===== src/rtl/pipeline_stall_responder_if.sv =====
// Hazard-unit, fetch and IF/ID-ID/EX pipeline signals of the stall responder.
// The slave modport is the responder's view; master is the driver's view.
interface pipeline_stall_responder_if #(
  parameter int CTRL_W = 10
);
  logic              PCWrite;
  logic              IF_ID_Write;
  logic              ControlMux;
  logic              Branch_Taken;
  logic [31:0]       Branch_Target;
  logic [31:0]       Instr_In;
  logic [CTRL_W-1:0] ID_Ctrl_In;
  logic [31:0]       PC_Out;
  logic [31:0]       IF_ID_Instr;
  logic [31:0]       IF_ID_PCPlus4;
  logic              IF_ID_Valid;
  logic [CTRL_W-1:0] ID_EX_Ctrl;
  logic              Stall_Active;
  logic [15:0]       Stall_Count;
  logic              Watchdog_Error;

  modport slave (
    input  PCWrite, IF_ID_Write, ControlMux, Branch_Taken, Branch_Target,
           Instr_In, ID_Ctrl_In,
    output PC_Out, IF_ID_Instr, IF_ID_PCPlus4, IF_ID_Valid, ID_EX_Ctrl,
           Stall_Active, Stall_Count, Watchdog_Error
  );

  modport master (
    output PCWrite, IF_ID_Write, ControlMux, Branch_Taken, Branch_Target,
           Instr_In, ID_Ctrl_In,
    input  PC_Out, IF_ID_Instr, IF_ID_PCPlus4, IF_ID_Valid, ID_EX_Ctrl,
           Stall_Active, Stall_Count, Watchdog_Error
  );
endinterface


===== src/rtl/pipeline_stall_responder.sv =====
// PC / IF-ID / ID-EX front end that obeys hazard-unit stalls, flushes on taken
// branches, counts stall cycles and latches a watchdog flag on a stuck pipeline.
module pipeline_stall_responder #(
  parameter logic [31:0] RESET_PC       = 32'h0000_0000,
  parameter int          CTRL_W         = 10,
  parameter int          WATCHDOG_LIMIT = 8
) (
  input  logic                          Clk,
  input  logic                          Reset,
  pipeline_stall_responder_if.slave     bus
);
  typedef enum logic [1:0] {
    RUN   = 2'd0,
    STALL = 2'd1,
    HUNG  = 2'd2
  } state_e;

  localparam logic [4:0] LIMIT_C = 5'(WATCHDOG_LIMIT);

  state_e            state_q, state_d;
  logic [4:0]        consec_q, consec_d;
  logic [31:0]       pc_q, pc_d;
  logic [31:0]       instr_q, instr_d;
  logic [31:0]       pcplus4_q, pcplus4_d;
  logic              valid_q, valid_d;
  logic [CTRL_W-1:0] ctrl_q, ctrl_d;
  logic [15:0]       stall_cnt_q, stall_cnt_d;
  logic              stall_active_q;
  logic              wdog_q;

  logic        advance_s;
  logic        branch_s;
  logic [31:0] pc_plus4_s;

  assign advance_s  = bus.PCWrite & bus.IF_ID_Write;
  assign branch_s   = bus.Branch_Taken & advance_s;
  assign pc_plus4_s = pc_q + 32'd4;

  // Datapath next state: PC, IF/ID, ID/EX control and total stall counter.
  always_comb begin
    pc_d        = pc_q;
    instr_d     = instr_q;
    pcplus4_d   = pcplus4_q;
    valid_d     = valid_q;
    stall_cnt_d = stall_cnt_q;
    if (branch_s) begin
      pc_d      = bus.Branch_Target;
      instr_d   = 32'h0000_0000;
      pcplus4_d = 32'h0000_0000;
      valid_d   = 1'b0;
    end else if (advance_s) begin
      pc_d      = pc_plus4_s;
      instr_d   = bus.Instr_In;
      pcplus4_d = pc_plus4_s;
      valid_d   = 1'b1;
    end else begin
      pc_d      = pc_q;
    end
    if (!bus.ControlMux || !valid_q) begin
      ctrl_d = '0;
    end else begin
      ctrl_d = bus.ID_Ctrl_In;
    end
    // Saturate rather than wrap so a long hang never looks like a short one.
    if (!advance_s && (stall_cnt_q != 16'hFFFF)) begin
      stall_cnt_d = stall_cnt_q + 16'd1;
    end else begin
      stall_cnt_d = stall_cnt_q;
    end
  end

  // Stall-tracking FSM next state and consecutive-stall counter.
  always_comb begin
    state_d  = state_q;
    consec_d = consec_q;
    case (state_q)
      RUN: begin
        if (!advance_s) begin
          consec_d = 5'd1;
          state_d  = (5'd1 >= LIMIT_C) ? HUNG : STALL;
        end else begin
          consec_d = 5'd0;
          state_d  = RUN;
        end
      end
      STALL: begin
        if (!advance_s) begin
          consec_d = consec_q + 5'd1;
          state_d  = ((consec_q + 5'd1) >= LIMIT_C) ? HUNG : STALL;
        end else begin
          consec_d = 5'd0;
          state_d  = RUN;
        end
      end
      HUNG: begin
        consec_d = consec_q;
        state_d  = HUNG;
      end
      default: begin
        consec_d = 5'd0;
        state_d  = RUN;
      end
    endcase
  end

  // State and pipeline registers with asynchronous active-low reset.
  always_ff @(posedge Clk or negedge Reset) begin
    if (!Reset) begin
      state_q        <= RUN;
      consec_q       <= 5'd0;
      pc_q           <= RESET_PC;
      instr_q        <= 32'h0000_0000;
      pcplus4_q      <= 32'h0000_0000;
      valid_q        <= 1'b0;
      ctrl_q         <= '0;
      stall_cnt_q    <= 16'h0000;
      stall_active_q <= 1'b0;
      wdog_q         <= 1'b0;
    end else begin
      state_q        <= state_d;
      consec_q       <= consec_d;
      pc_q           <= pc_d;
      instr_q        <= instr_d;
      pcplus4_q      <= pcplus4_d;
      valid_q        <= valid_d;
      ctrl_q         <= ctrl_d;
      stall_cnt_q    <= stall_cnt_d;
      stall_active_q <= (state_d != RUN);
      wdog_q         <= (state_d == HUNG);
    end
  end

  assign bus.PC_Out         = pc_q;
  assign bus.IF_ID_Instr    = instr_q;
  assign bus.IF_ID_PCPlus4  = pcplus4_q;
  assign bus.IF_ID_Valid    = valid_q;
  assign bus.ID_EX_Ctrl     = ctrl_q;
  assign bus.Stall_Active   = stall_active_q;
  assign bus.Stall_Count    = stall_cnt_q;
  assign bus.Watchdog_Error = wdog_q;
endmodule

===== src/flat_wrapper.sv =====
// flat-port wrapper written by rule: the top's interface ports become plain ports
module pipeline_stall_responder_flat 
#(
  parameter logic [31:0] RESET_PC       = 32'h0000_0000,
  parameter int          CTRL_W         = 10,
  parameter int          WATCHDOG_LIMIT = 8
)
  (Clk, Reset, bus_PCWrite, bus_IF_ID_Write, bus_ControlMux, bus_Branch_Taken, bus_Branch_Target, bus_Instr_In, bus_ID_Ctrl_In, bus_PC_Out, bus_IF_ID_Instr, bus_IF_ID_PCPlus4, bus_IF_ID_Valid, bus_ID_EX_Ctrl, bus_Stall_Active, bus_Stall_Count, bus_Watchdog_Error);
  pipeline_stall_responder_if #(.CTRL_W(CTRL_W)) bus_i ();
  input  logic Clk;
  input  logic Reset;
  input wire logic [$bits(bus_i.PCWrite)-1:0] bus_PCWrite;
  input wire logic [$bits(bus_i.IF_ID_Write)-1:0] bus_IF_ID_Write;
  input wire logic [$bits(bus_i.ControlMux)-1:0] bus_ControlMux;
  input wire logic [$bits(bus_i.Branch_Taken)-1:0] bus_Branch_Taken;
  input wire logic [$bits(bus_i.Branch_Target)-1:0] bus_Branch_Target;
  input wire logic [$bits(bus_i.Instr_In)-1:0] bus_Instr_In;
  input wire logic [$bits(bus_i.ID_Ctrl_In)-1:0] bus_ID_Ctrl_In;
  output wire logic [$bits(bus_i.PC_Out)-1:0] bus_PC_Out;
  output wire logic [$bits(bus_i.IF_ID_Instr)-1:0] bus_IF_ID_Instr;
  output wire logic [$bits(bus_i.IF_ID_PCPlus4)-1:0] bus_IF_ID_PCPlus4;
  output wire logic [$bits(bus_i.IF_ID_Valid)-1:0] bus_IF_ID_Valid;
  output wire logic [$bits(bus_i.ID_EX_Ctrl)-1:0] bus_ID_EX_Ctrl;
  output wire logic [$bits(bus_i.Stall_Active)-1:0] bus_Stall_Active;
  output wire logic [$bits(bus_i.Stall_Count)-1:0] bus_Stall_Count;
  output wire logic [$bits(bus_i.Watchdog_Error)-1:0] bus_Watchdog_Error;
  assign bus_i.PCWrite = bus_PCWrite;
  assign bus_i.IF_ID_Write = bus_IF_ID_Write;
  assign bus_i.ControlMux = bus_ControlMux;
  assign bus_i.Branch_Taken = bus_Branch_Taken;
  assign bus_i.Branch_Target = bus_Branch_Target;
  assign bus_i.Instr_In = bus_Instr_In;
  assign bus_i.ID_Ctrl_In = bus_ID_Ctrl_In;
  assign bus_PC_Out = bus_i.PC_Out;
  assign bus_IF_ID_Instr = bus_i.IF_ID_Instr;
  assign bus_IF_ID_PCPlus4 = bus_i.IF_ID_PCPlus4;
  assign bus_IF_ID_Valid = bus_i.IF_ID_Valid;
  assign bus_ID_EX_Ctrl = bus_i.ID_EX_Ctrl;
  assign bus_Stall_Active = bus_i.Stall_Active;
  assign bus_Stall_Count = bus_i.Stall_Count;
  assign bus_Watchdog_Error = bus_i.Watchdog_Error;
  pipeline_stall_responder #(.RESET_PC(RESET_PC), .CTRL_W(CTRL_W), .WATCHDOG_LIMIT(WATCHDOG_LIMIT)) u_core (.Clk(Clk), .Reset(Reset), .bus(bus_i));
endmodule

===== config.mk =====
export PLATFORM = sky130hd
export DESIGN_NAME = pipeline_stall_responder_flat
export DESIGN_NICKNAME = d
export VERILOG_FILES = /design/src/rtl/pipeline_stall_responder_if.sv /design/src/rtl/pipeline_stall_responder.sv /design/src/flat_wrapper.sv
export SDC_FILE = /design/constraint.sdc
export NUM_CORES = 1
export LEC_CHECK = 0
export ABC_AREA = 1
export CAP_MARGIN = 20
export CORE_MARGIN = 8
export CORE_UTILIZATION = 50
export DETAILED_ROUTE_END_ITERATION = 10
export GPL_ROUTABILITY_DRIVEN = 0
export PLACE_DENSITY_LB_ADDON = 0.3
export SYNTH_ARGS = -nofsm -noshare
export SYNTH_HDL_FRONTEND = slang
export SYNTH_SLANG_ARGS = --single-unit

===== constraint.sdc =====
create_clock -name Clk -period 2.2 [get_ports Clk]
set_input_delay 0.66 -clock Clk [delete_from_list [all_inputs] [get_ports Clk]]
set_output_delay 0.66 -clock Clk [all_outputs]
set_load 0.03 [all_outputs]

# After elaboration in Yosys (flattened, before gate mapping)
# Index checks and enable logic that the tools add are counted.
word_totals:
  elab_cells: 43
  reg_bits: 132
  inputBits: 80
op_classes:
  bitwise: 2
  addsub: 3
  n_reduce_logical: 8
  n_lt_le_gt_ge: 1
  mux: 15
  n_eq_ne: 4
ops:
  columns: ["operator", "n"]
  rows:
  - ["two-way mux 32 bit", 5]
  - ["adder 32 x 3 -> 32 bit (second input constant)", 1]
  - ["adder 16 x 1 -> 16 bit (second input constant)", 1]
  - ["inequality test 16 bit (second input constant)", 1]
  - ["one-hot mux 5 bit (3 select lines)", 1]
  - ["two-way mux 10 bit", 1]
  - ["one-hot mux 2 bit (3 select lines)", 1]
  - ["adder 5 x 1 -> 5 bit (second input constant)", 1]
  - ["greater-or-equal comparator 5 x 4 -> 1 bit (second input constant)", 1]
  - ["two-way mux 5 bit", 1]
  - ["== test 2 bit (second input constant)", 2]
  - ["two-way mux 1 bit", 4]
  - ["two-way mux 2 bit", 2]
  - ["nonzero test 2 bit", 2]
  - ["logical NOT 1 bit", 3]
  - ["bitwise AND 1 bit", 2]
  - ["== test 2 x 1 -> 1 bit (second input constant)", 1]
  - ["logical NOT 2 bit", 1]
  - ["logical AND 1 bit", 1]
  - ["logical OR 1 bit", 1]

# Logic depth before layout (Yosys ltp)
depth:
  word_depth: 6
  mapped_depth: 11

# Least setup slack after synthesis
# OpenSTA, ideal clock, no wires.
synth_timing:
  path_type: "register to register"
  from: "reg u_core.stall_cnt_q[1] (netlist: u_core.bus.Stall_Count[1])"
  to: "reg u_core.stall_cnt_q[12] (netlist: u_core.bus.Stall_Count[12])"
  arrival_ns: 1.556
  required_time_ns: 2.077
  path_buffers: 1
  path_stages_with_launch: 10
  path_slack_ns: 0.521
  cell_sequence: "dfrtp_1 > ha_1 > nand3_2 > nor3_4 > nand3_2 > nand2_2 > inv_2 > buf_6 > nand3_1 > nand2_1"
synth_between:
  elab_chain_cells: 2
  word_cells_on_any_way: 3
  cone_classes: "add/sub: 1; eq/ne: 1; reduce/logical: 1"
synth_lines:
  columns: ["item", "line_no", "rtl"]
  rows:
  - ["start: declaration", "pipeline_stall_responder.sv:27", "logic [15:0] stall_cnt_q, stall_cnt_d;"]
  - ["start signal: assignment", "pipeline_stall_responder.sv:127", "stall_cnt_q <= stall_cnt_d;"]
  - ["branches (longest 2 deep; another with adder 16 x 1 -> 16 bit)", null, null]
# Parallel ways; which one is timed is not known.
# A chain may end at the register's enable or synchronous reset.

# Worst setup path after layout
layout_timing:
  from: "reg u_core.stall_cnt_q[14] (netlist: u_core.bus.Stall_Count[14])"
  to: "out bus_Stall_Count[14]"
layout_rtl:
  columns: ["item", "line_no", "rtl"]
  rows:
  - ["end: declaration", "flat_wrapper.sv:25", "output wire logic [$bits(bus_i.Stall_Count)-1:0] bus_Stall_Count;"]
# No word-level cell between the ends.

==> reports/qor.csv <==
stage;metric;value;unit
worst_setup_path;crit_path_start_kind;flip-flop;
global_route;antenna_found_initial;0;
routing;wirelength;19320;um
synthesis;yosysSeqAreaShare;53.40;%
sta;rsz0062_at_grt;no;
sta;fin_skew;12.65;ps
placement;dp_hpwl;14490;um
placement;pre_cts_ws;54.63;ps
cells_and_area;layout.core_utilization;75.07;%
synthesis;synth_top_family_by_area;simple AND/OR/NAND/NOR gates;
worst_setup_path;crit_family;buffers and inverters;
worst_setup_path;critPathBufInv;1;
cells_and_area;final_cells;1104;
routing;vias;5900;
min_path;min_path_type;input pin to async pin;
synthesis;synthSimpleGateAreaFrac;26.94;%
clock_network;hold_buffers;0;
pwr;ir_worst_vdd;0.5404;mV
synthesis;syn-num-nets;795;
synthesis;ys_types;39;
routing;post-route-drc-count;0;
outcome;status;completed;
synthesis;synthAdderAreaFrac;0.8091;%
global_route;grt_pass1_wl;31570;um
floorplan;core_area;12060;sq um
sta;post-route-period-util;98.64;%
sta;period_minus_slack;2170;ps
cells_and_area;num_antenna_cells;0;
worst_setup_path;crit_path_top_delay_cell;clkdlybuf4s50_1;
worst_setup_path;r2r-start;u_core.bus.PC_Out[3];
worst_setup_path;path_cells;clkdlybuf4s50_1;
sta;tightest_slew;513.8;ps
pwr;powerDensity;911.6;nW/um^2
synthesis;avgSynthCellArea;8.700;sq um
pwr;p_leak;4.468;nW
clock_network;cts.sinks;132;
clock_network;htreeDepth;4;
worst_setup_path;cp_max_fo;4;
global_route;grt_max_degree;53;
clock_network;cts_tree;yes;
clock_network;post_cts_buffers;0;
sta;max_freq;460.8;MHz
routing;drtIter0Drc;515;
synthesis;syn_area;6186;sq um
clock_network;clk_pin_slew;60;ps
job;drv_cap;0;
floorplan;dieHeight;127.2;um
global_route;gr-usage-all-layers;24.53;%
floorplan;dieWidth;127.2;um
floorplan;rows;40;
sta;hold_violations;0;
floorplan;dieArea;16190;sq um
routing;detail_route.vias_per_cell;5.344;
routing;dr.pass1.iters;7;
clock_network;clock-root-buffer;clkbuf_16;
sta;setup_violations;0;
clock_network;clk_latency;420;ps
synthesis;ys_ff_latch;132;
cells_and_area;drive_gt1_share;8.013;%
worst_setup_path;critPathLaunch;u_core.bus.Stall_Count[14];
placement;io_buffers;204;
synthesis;synthMuxAreaShare;0;%
sta;setup-tns-final;0;ps
synthesis;synthXorXnorAreaFrac;1.820;%
sta;slew_headroom;65.75;%
global_route;grt_remaining_overflow;0;
floorplan;initial_core_util;51.29;%
sta;whs;179.1;ps
sta;drv_slew;0;
clock_network;cts_inserted_buffers;17;
worst_setup_path;end_kind;output pin;
cells_and_area;nNetsFinal;1011;
synthesis;yosysWarnings;0;
sta;layout_setup_ws;30.01;ps
worst_setup_path;required;1540;ps
routing;wl_per_cell;17.50;um
worst_setup_path;arrival;1510;ps
clock_network;clock_path_buffers;2;
synthesis;synthCells;711;
routing;postRouteAntennaNets;0;
worst_setup_path;path_class;flip-flop to output pin;
placement;place_inst;1076;
worst_setup_path;critPathMaxStageDelay;700;ps
floorplan;boundaryPins;205;
cells_and_area;syn_to_final_growth;46.38;%
global_route;grt_pass1_vias;6087;
synthesis;synth-compound-area-share;11.51;%
-- metal layers --
layer	GRT usage [%]	vias to the layer above	part of all wire, %
met3	7.321	23	7.5
met2	40.86	252	49
met5	0	-	0
met4	10.22	0	2.1
li1	-	2755	-
met1	29.04	2870	41
-- path summary, 6_finish.rpt --
path	slack (ps)	cells after the start	endpoint
max in group asynchronous	1410	2	u_core.bus.IF_ID_Instr[20]
hold / removal	180	1	u_core.bus.Stall_Count[5]
hold reg to reg	470	1	u_core.consec_q[0]
setup / recovery	30	1	bus_Stall_Count[14]
setup reg to reg	400	8	u_core.bus.IF_ID_PCPlus4[24]
min in group Clk	470	1	u_core.consec_q[0]
-- where the power goes --
| group | leakage, nW | switching [W] | internal [W] | total, W |
|---|---|---|---|---|
| clock | 0.287 | 0.000968 | 0.00178 | 0.00275 |
| sequential | 1.73 | 0.000406 | 0.00279 | 0.00320 |
| combinational | 2.46 | 0.00138 | 0.000928 | 0.00230 |
-- registers in the layout, summed over array words and instances (netlist names), 2 cells and up --
name,count
u_core.bus.Stall_Count,16
u_core.state_q,2
u_core.bus.PC_Out,32
u_core.consec_q,5
u_core.bus.IF_ID_PCPlus4,32
u_core.bus.IF_ID_Instr,32
u_core.bus.ID_EX_Ctrl,10
-- cell usage after synthesis --
cell / number / area share, %
a22o_1: 32 / 4.5
nand3_1: 40 / 3.2
buf_6: 3 / 0.55
dfrtp_1: 132 / 53
a31oi_1: 1 / 0.10
nand4_1: 7 / 0.71
nor2_1: 72 / 4.4
clkinv_1: 2 / 0.12
o21ai_1: 3 / 0.24
buf_1: 2 / 0.12
nor3b_1: 1 / 0.12
xnor2_1: 3 / 0.42
nor3_4: 1 / 0.26
clkbuf_1: 5 / 0.30
nand3b_1: 2 / 0.24
or2_2: 2 / 0.20
nor2_2: 8 / 0.81
nand2_2: 5 / 0.51
o21bai_1: 4 / 0.49
a21oi_1: 3 / 0.24
buf_2: 9 / 0.73
nand2_1: 236 / 14
o211ai_1: 5 / 0.61
a22oi_1: 28 / 3.4
o21ai_0: 16 / 1.3
nor3_1: 3 / 0.24
buf_4: 3 / 0.36
xor2_1: 8 / 1.1
ha_1: 4 / 0.81
o21ai_2: 2 / 0.28
nand3_2: 6 / 0.97
nor3_2: 1 / 0.16
nand3b_4: 1 / 0.32
or2_1: 1 / 0.10
inv_1: 54 / 3.3
nor2_4: 2 / 0.36
inv_2: 1 / 0.061
a32o_1: 2 / 0.32
xor2_2: 1 / 0.26
-- placed cells by master (no fill, tap or decap), types with 4 or more instances in the layout --
master and count:
nor2_1 71, nand3_1 40, nand2_2 5, dlygate4sd2_1 38, clkbuf_16 17, nor2_2 8
nand2_1 235, buf_12 6, o211ai_1 5, clkdlybuf4s50_1 159, ha_1 4, a22o_1 32
inv_1 54, buf_4 9, nand4_1 7, dfrtp_1 132, o21bai_1 4, clkbuf_8 5
a22oi_1 28, dlymetal6s2s_1 6, xor2_1 8, nand3_2 6, o21ai_0 16
-- stage by stage --
step                      cell area (sq um)  power, W
after detailed placement               8514  0.005621
final                                  9055  0.008255
after floorplan                        6186  0.004449
after global placement                 8514  0.005543
after CTS                              9040  0.008295
after global routing                   9055  0.008626
-- timing repair --
action	4_1_cts	5_1_grt
gates resized for setup	38	6
pin swaps	0	0
endpoints found under the setup margin	38	6
-- logic make-up (layout without fill, tap and decap cells) --
| group | Yosys count | in the layout |
|---|---|---|
| AND/OR/NAND/NOR | 388 | 388 |
| flip-flops | 132 | 132 |
| AO/OA/AOI/OAI | 96 | 96 |
| buffers and inverters | 79 | 304 |
| XOR/XNOR | 12 | 12 |
| adder cells (fa/ha/maj) | 4 | 4 |
-- cell type report --
class                      instances  area, sq um
clock inverter                     5        75.07
inverter                          57        214.0
fill                             862         3007
clock buffer                      23        498.0
sequential                       132         3303
tap                              168        210.2
multi-input combinational        500         2556
timing repair buffer             219         2198
(Power assumes the default switching activity.)
